`config.mk`:
```
export PLATFORM = sky130hd
export DESIGN_NAME = cpu_controller
export DESIGN_NICKNAME = d
export VERILOG_FILES = /design/src/rtl/cpu_controller.sv
export SDC_FILE = /design/constraint.sdc
export NUM_CORES = 1
export LEC_CHECK = 0
export BUFFER_PORTS_ARGS = -buffer_cell sky130_fd_sc_hd__buf_4
export CORE_AREA = 2 2 39 41
export DETAILED_ROUTE_END_ITERATION = 8
export DIE_AREA = 0 0 41 43
export GPL_ROUTABILITY_DRIVEN = 1
export SYNTH_ARGS = -nofsm -noshare
export SYNTH_HDL_FRONTEND = slang
export SYNTH_SLANG_ARGS = --single-unit
```
`constraint.sdc`:
```
create_clock -name clk -period 2.1 [get_ports clk]
set_input_delay 0.315 -clock clk [delete_from_list [all_inputs] [get_ports clk]]
set_output_delay 0.315 -clock clk [all_outputs]
set_load 0.05 [all_outputs]
```
`src/rtl/cpu_controller.sv`:
```
// Eight-phase instruction sequencer for the basic 8-bit CPU.
// Steps through one instruction every 8 clocks and decodes fetch, ALU, store and PC strobes.
module cpu_controller (
    input  logic       clk,
    input  logic       rst,
    input  logic [2:0] opcode,
    input  logic       zero,
    output logic       mem_rd,
    output logic       load_ir,
    output logic       halt,
    output logic       inc_pc,
    output logic       load_ac,
    output logic       load_pc,
    output logic       mem_wr,
    output logic       data_e,
    output logic [2:0] phase
);

    localparam logic [2:0] OP_HLT = 3'd0;
    localparam logic [2:0] OP_SKZ = 3'd1;
    localparam logic [2:0] OP_ADD = 3'd2;
    localparam logic [2:0] OP_AND = 3'd3;
    localparam logic [2:0] OP_XOR = 3'd4;
    localparam logic [2:0] OP_LDA = 3'd5;
    localparam logic [2:0] OP_STO = 3'd6;
    localparam logic [2:0] OP_JMP = 3'd7;

    typedef enum logic [2:0] {
        INST_ADDR  = 3'd0,
        INST_FETCH = 3'd1,
        INST_LOAD  = 3'd2,
        IDLE       = 3'd3,
        OP_ADDR    = 3'd4,
        OP_FETCH   = 3'd5,
        ALU_OP     = 3'd6,
        STORE      = 3'd7
    } phase_e;

    phase_e phase_q;
    logic   halted_q;
    logic   aluop;

    // Phase counter; HLT freezes it at OP_ADDR until reset.
    always_ff @(posedge clk) begin
        if (rst) begin
            phase_q  <= INST_ADDR;
            halted_q <= 1'b0;
        end else if (!halted_q) begin
            if (phase_q == OP_ADDR && opcode == OP_HLT) begin
                halted_q <= 1'b1;
            end else begin
                phase_q <= phase_e'(3'(phase_q + 3'd1));
            end
        end
    end

    assign aluop = (opcode == OP_ADD) || (opcode == OP_AND) ||
                   (opcode == OP_XOR) || (opcode == OP_LDA);
    assign phase = phase_q;

    // Strobe decode from phase, opcode and zero flag.
    always_comb begin
        mem_rd  = 1'b0;
        load_ir = 1'b0;
        halt    = 1'b0;
        inc_pc  = 1'b0;
        load_ac = 1'b0;
        load_pc = 1'b0;
        mem_wr  = 1'b0;
        data_e  = 1'b0;
        if (halted_q) begin
            halt = 1'b1;
        end else begin
            case (phase_q)
                INST_ADDR: ;
                INST_FETCH: mem_rd = 1'b1;
                INST_LOAD, IDLE: begin
                    mem_rd  = 1'b1;
                    load_ir = 1'b1;
                end
                OP_ADDR: begin
                    halt   = (opcode == OP_HLT);
                    inc_pc = (opcode != OP_HLT);
                end
                OP_FETCH: mem_rd = aluop;
                ALU_OP: begin
                    mem_rd  = aluop;
                    load_ac = aluop;
                    inc_pc  = (opcode == OP_SKZ) && zero;
                    load_pc = (opcode == OP_JMP);
                    data_e  = (opcode == OP_STO);
                end
                STORE: begin
                    mem_rd  = aluop;
                    load_ac = aluop;
                    inc_pc  = (opcode == OP_JMP);
                    load_pc = (opcode == OP_JMP);
                    mem_wr  = (opcode == OP_STO);
                    data_e  = (opcode == OP_STO);
                end
                default: ;
            endcase
        end
    end

endmodule

```
-- Yosys cells after proc, flatten, opt, wreduce, memory -nomap -nowiden
Cells that the tools add are included.
- input port bits: 6
- output and inout bits: 11
- logic and storage cells: 49
- register bits after elaboration: 4
- add/sub/neg operators: 1
- multiplexer cells: 18
- equal/unequal tests: 14
- reduce and logical (&&, ||, !) cells: 12
- bitwise operators: 2
- operators by type and width (operator ; count):
    3-bit equality test, second input constant ; 8
    1-bit two-way mux ; 16
    3-bit by 2-bit equality test with 1-bit output, second input constant ; 4
    3-bit by 1-bit equality test with 1-bit output, second input constant ; 2
    3-bit OR reduction ; 2
    2-bit OR reduction ; 2
    3-bit by 1-bit adder with 3-bit output, second input constant ; 1
    3-bit zero test ; 1
    1-bit logical OR ; 3
    1-bit case mux with 3 select lines ; 1
    3-bit nonzero test ; 1
    1-bit logical AND ; 2
    1-bit inverter ; 2
    1-bit case mux with 2 select lines ; 1
    2-bit AND reduction ; 1

-- Logic depth before layout (Yosys ltp)
Gate-level depths: netlist (run 1).
- word-level depth: 6
- gate-level depth with buffers: 5
- depth with buffers taken out: 5

-- Worst setup path after synthesis (run 1)
Ideal clock, no wire load.
- path type: register -> output
- from: register phase_q[0], in the netlist phase[0]
- to: output port load_pc
- data required time: 1.785 ns
- data arrival time: 2.389 ns
- cell stages (with the launch flop): 5
- buffers on the path: 0
- slack: -0.604 ns
- cell sequence: dfxtp_1 -> ha_1 -> ha_1 -> a21oi_1 -> nor3b_1
- word-level cells in the longest chain between the ends: 4
- elaborated cells on any way between the ends: 5
- ends and longest elaborated chain (element ; line ; RTL):
    start: declaration ; 39 ; phase_e phase_q;
    start signal: assignment ; 52 ; phase_q <= phase_e'(3'(phase_q + 3'd1));
    3-bit equality test ; 74 ; case (phase_q)
    2-bit OR reduction (no line) (*) ; n/a ;
    1-bit two-way mux (*) ; n/a ;
    1-bit two-way mux (*) ; 71 ; if (halted_q) begin
    end: declaration ; 13 ; output logic load_pc,
Mark *: on every way between the ends. The rest lies on a longest branch, timed or not.

-- Worst setup path in the final report (run 1)
- from: register phase_q[0], in the netlist phase[0]
- to: output port mem_rd
- word-level cells in the longest chain between the ends: 4
- elaborated cells on any way between the ends: 10
- ends and longest elaborated chain (element ; line ; RTL):
    3-bit equality test, or another cell as far along ; 74 ;
    3-bit OR reduction (no line) ; n/a ;
    1-bit case mux with 2 select lines (*) ; 74 ;
    1-bit two-way mux (*) ; 71 ;
    end: declaration ; 8 ; output logic mem_rd,
Marked as above.

==> flow_summary.toml, run 1 <==
[setup_path]
startpoint_type = "flop"
critical_path_class = "flop to primary output"
path_cells = "inv_1 > ha_2 > or4_1 > o311a_1 > buf_6"
worstPathRequired_ns = 1.78
critPathSlowestCell = "or4_1"
worstSetupEndpointType = "primary output"
slowest_delay_ns = 0.50
critPathTopFamily = "simple AND/OR/NAND/NOR gates"
worst_ep_arrival_time_ns = 1.70
path_buf_inv = 2
crit_path_max_fanout = 8

[global_route]
grt-ovfl-total = 0
grt_util_met3_pct = 6.28
track_usage_pct = 13.5
grt_pass1_wl_um = 1630
grt_util_met1_pct = 15.4
antenna_found_initial = 0
grt_pass1_vias = 395
met2_usage_pct = 22.2
busiest_layer = "met2"
grt_max_degree = 13

[yosys]
ys_types = 26
syn-num-nets = 64
syn_area_um2 = 428
netlist_top_cells_area = "dfxtp_1 19%, ha_1 18%, inv_1 5.3%, nor3b_1 5.3%, nor3_4 3.8%"
ys_seq_area_share_pct = 18.7
yosys.area.top_type = "dfxtp_1"
synth_ff_type = "dfxtp_1"
synthArstFlopShare_pct = 0
synth_top_area_share_pct = 18.7
ys_ff_latch = 4
yosys_warnings = 0
synthCells = 52
syn_avg_cell_area_um2 = 8.23
synth_common_cells = "6 x ha_1, 6 x inv_1, 4 x dfxtp_1, 4 x nor2_1, 3 x nor3b_1"
synth-edff-count = 0

[cts]
cts-root-buf = "clkbuf_4"
htree_levels = 1
clkLatencyLatePin_ns = 0.24
cts_buffers = 3
clk_path_buf_depth = 2
clkSinkCount = 4
hold_buffers = 0
path_clk_slew_ns = 0.04
cts_tree = "yes"

[placed_design]
portBuffers = 16
place_congestion = 0.799
dp_slack_ns = 0.275
place_hpwl_um = 813

[drt]
firstDrtPassIters = 4
vias = 453
post_drt_wl_per_cell_um = 12.1
route.detailed.drc = 0
drt_iter0_drc = 6
vias_per_cell = 5.21
postRouteAntennaNets = 0
wl_um = 1050

[power_and_ir_drop]
power_density_nw_per_um2 = 1350
p_leak_nw = 0.274
finalPower_w = 0.000856
irDropWorstVdd_mv = 0.701

[timing]
final_hold_viol_count = 0
finalCritPeriodShare_pct = 96.1
finalClockSkew_ns = 0.00402
timing.setup.tns_ns = 0
fmax_ghz = 0.496
min_period_ns = 2.02
rsz0062_at_grt = "no"
worst_slew_pin_slew_ns = 0.347
finalSetupViolCount = 0
finalWorstSetupSlack_ns = 0.0825
relSlewSlack_pct = 76.3
slew_viol_final = 0

[floorplanning]
start_util_pct = 30.9
die_h_um = 43
num_rows = 14
ioPinCount = 17
core_area_um2 = 1380
die_w_um = 41
die_area_um2 = 1760

[finish]
drive_above_1_share_pct = 42.3
num-nets-final = 84
syn_to_final_growth_pct = 47.7
fin_util_pct = 45.7
diodes = 0

[hold_path]
min_path_type = "input port to flop"

[status]
status = "completed"

[run]
drv_cap = 0
## worst register-to-register path: stages (launching register included)
cell	delay [ns]
dfxtp_4	0.36
inv_1	0.10
ha_1	0.28
nand2_1	0.10
or4b_1	0.47
nand3_1	0.09
## sequential cells by signal, summed over array words and instances, names as in the netlist
| signal | flops |
|---|---|
| halted_q | 1 |
| phase | 3 |
## cell usage in the layout, fill, tap and decap left out, types with 2 or more instances in the layout
master and n:
buf_4 16, inv_1 6, nor2_1 4, ha_1 4, clkbuf_4 3, dfxtp_4 3
a31oi_1 2, a21oi_1 2, nand3_1 2, nor3_2 2, nor3b_2 2, nand2_1 2
nand4_1 2, or4_1 2, ha_2 2
## path summary, 6_finish.rpt
| check | to | startpoint | slack [ns] | depth (start not counted) |
|---|---|---|---|---|
| worst max-delay path | mem_rd | phase[0] | 0.08 | 5 |
| worst min-delay path | phase[2] | rst | 0.30 | 2 |
| worst max register to register | phase[0] | phase[0] | 0.64 | 5 |
| worst min register to register | phase[0] | phase[0] | 0.57 | 2 |
## power by group
| part | internal (W) | switching [W] | total [W] |
|---|---|---|---|
| logic | 0.000207 | 0.000378 | 0.000585 |
| registers | 0.000117 | 0.0000500 | 0.000167 |
| clock network | 0.0000714 | 0.0000328 | 0.000104 |
## stage by stage
step / instance area [um^2] / instances / hold WS (ns)
2_1_floorplan: 457 / 52 / 0.386
3_3_place_gp: 594 / 83 / 0.548
3_5_place_dp: 594 / 83 / 0.547
4_1_cts: 621 / 87 / 0.298
5_1_grt: 632 / 87 / 0.310
6_report: 632 / 87 / 0.301
## logic make-up (layout without fill, tap and decap cells)
family / count (synthesis) / count (layout) / synth area share, %
adders and majority gates: 6 / 6 / 17.5
and+or+nand+nor: 21 / 21 / 32.2
xor gates and xnor gates: 1 / 1 / 2.05
DFF: 4 / 4 / 18.7
AOI/OAI and AO/OA: 11 / 11 / 19.6
buffers and inverters: 8 / 27 / 7.60
muxes: 1 / 1 / 2.34
## timing repair
action,in CTS,in global routing
endpoints found under the setup margin,0,1
gates resized for setup,0,4
setup buffers,0,0
## layer usage
metal  wire, um  share of wire [%]
met2        507                 48
met3         58                5.5
met4          0                  0
met1        485                 46
met5          0                  0
## area by class of cell
cell class	count	area, um^2
fillers	152	752
multi-input cells	40	340
repair buffers	17	131
flip-flops and latches	4	91.3
clock buffers	4	26.3
inverters	6	22.5
well taps	16	20.0
Note: power is estimated with default switching activity, not from simulation.
==> run 2, diff against run 1 <==
Settings changed: PLACE_DENSITY set to 0.61.
==> run 2 against run 1 <==
  * Register-to-register slack got worse by 0.02 ns
  * Wire length up 4.8%
  * Sequential power barely moved
  * Setup slack gained 0.0019 ns
  * Clock power hardly changed
  * Sequential share of layout area decreased by 0.34 points
  * Clock skew is essentially flat
  * Via count grew 4.0%
  * Critical path type unchanged
  * Largest power group unchanged
  * Highest routed layer unchanged
==> flow_summary.toml, run 2 (synthesis gave the netlist of run 1 again) <==
[status]
status = "completed"

[floorplanning]
die_h_um = 43
core_area_um2 = 1380
die_w_um = 41
start_util_pct = 30.9
num_rows = 14
ioPinCount = 17
die_area_um2 = 1760

[power_and_ir_drop]
p_sw_w = 0.000470
p_seq_share_pct = 18.8
finalPower_w = 0.000880
pwr-share-clk_pct = 11.8
pwr-share-comb_pct = 69.4
internal-power_w = 0.000410
irDropWorstVdd_mv = 0.674
p_leak_nw = 0.284
power_density_nw_per_um2 = 1360
switching_share_pct = 53.4

[setup_path]
worstPathRequired_ns = 1.78
worstSetupEndpointType = "primary output"
critPathTopFamily = "adder cells"
critPathLaunch = "phase[0]"
path_cells = "ha_1 > ha_2 > or4_1 > o311a_1 > buf_6"
reg2reg_from = "phase[1]"
crit_path_max_fanout = 6
worstSetupPathDepth = 5
path_buf_inv = 1
critical_path_class = "flop to primary output"
slowest_delay_ns = 0.40
critPathSlowestCell = "or4_1"
r2r_cells = 5
startpoint_type = "flop"
worst_ep_arrival_time_ns = 1.70

[timing]
min_period_ns = 2.02
finalClockSkew_ns = 0.00400
rsz0062_at_grt = "no"
finalSetupViolCount = 0
fmax_ghz = 0.496
final_hold_viol_count = 0
relSlewSlack_pct = 76.5
worst_slew_pin_slew_ns = 0.344
slew_viol_final = 0
finalCritPeriodShare_pct = 96.0
finalWorstSetupSlack_ns = 0.0844
timing.setup.tns_ns = 0

[drt]
vias_per_cell = 5.29
post_drt_wl_per_cell_um = 12.4
drt_iter0_drc = 12
route.detailed.drc = 0
wl_um = 1100
postRouteAntennaNets = 0
firstDrtPassIters = 4
vias = 471

[finish]
largest_reg_flops = 3
final_cell_mix = "18 x buf_4, 6 x inv_1, 4 x nor2_1, 4 x ha_1"
diodes = 0
final_cells = 89
syn_to_final_growth_pct = 51.2
nFillCells = 142
num-nets-final = 86
drive_above_1_share_pct = 43.8
final_common_cell = "buf_4"

[cts]
clkSinkCount = 4
cts-root-buf = "clkbuf_4"
cts_buffers = 3
clk_path_buf_depth = 2
path_clk_slew_ns = 0.04
htree_levels = 1
cts_tree = "yes"
clkLatencyLatePin_ns = 0.24

[placed_design]
place_hpwl_um = 824
dp_cells = 83
place_congestion = 0.780
portBuffers = 16
dp_slack_ns = 0.271

[global_route]
grt_pass1_vias = 409
track_usage_pct = 13.3
grt-ovfl-total = 0
antenna_found_initial = 0
grt_max_degree = 13
grt_pass1_wl_um = 1630

[hold_path]
worstHoldStart = "rst"
hold_path_depth = 2
min_path_type = "input port to flop"

[run]
drv_cap = 0
## run 2: cell count changes in the layout (fill, tap and decap cells not counted), sizes merged
cell,change
buf,+2
## run 2: power groups by stage
stage	clock network, W	logic [W]	registers, W
after floorplan	0	0.000356	0.000224
after global placement	0	0.000570	0.000165
after detailed placement	0	0.000573	0.000165
after CTS	0.000110	0.000574	0.000164
after global routing	0.000119	0.000658	0.000172
final	0.000104	0.000611	0.000165
## run 2: metal layers
metal | up-vias | share of wire [%] | GRT usage (%)
li1 | 242 | - | -
met1 | 214 | 49 | 16.7
met2 | 15 | 47 | 20.6
met3 | 0 | 4.5 | 6.28
met4 | 0 | 0 | 2.00
met5 | - | 0 | 0
## run 2: path summary, 6_finish.rpt
kind	endpoint	slack, ns
min reg2reg	phase[0]	0.56
max reg2reg	phase[0]	0.62
max	mem_rd	0.08
min	phase[2]	0.31
## run 2: layout make-up
cell class,instances,area (um^2),area share (%)
clock buffers,4,26.3,4.06
flip-flops and latches,4,91.3,14.1
inverters,6,22.5,3.48
well taps,16,20.0,3.09
repair buffers,19,146,22.6
multi-input cells,40,340,52.6
## run 2: timing repair
item,in CTS,in global routing
setup buffers,0,2
gates resized for setup,0,4
hold endpoints to repair,0,0
setup endpoints to repair,0,1
hold buffers,0,0
## run 2: metrics by stage
stage	instance area, um^2	util [%]	hold slack [ns]
floorplan	457	-	0.386
global placement	594	42.9	0.547
detailed placement	594	42.9	0.549
CTS	621	44.8	0.299
global route	647	46.7	0.308
finish	647	46.7	0.309
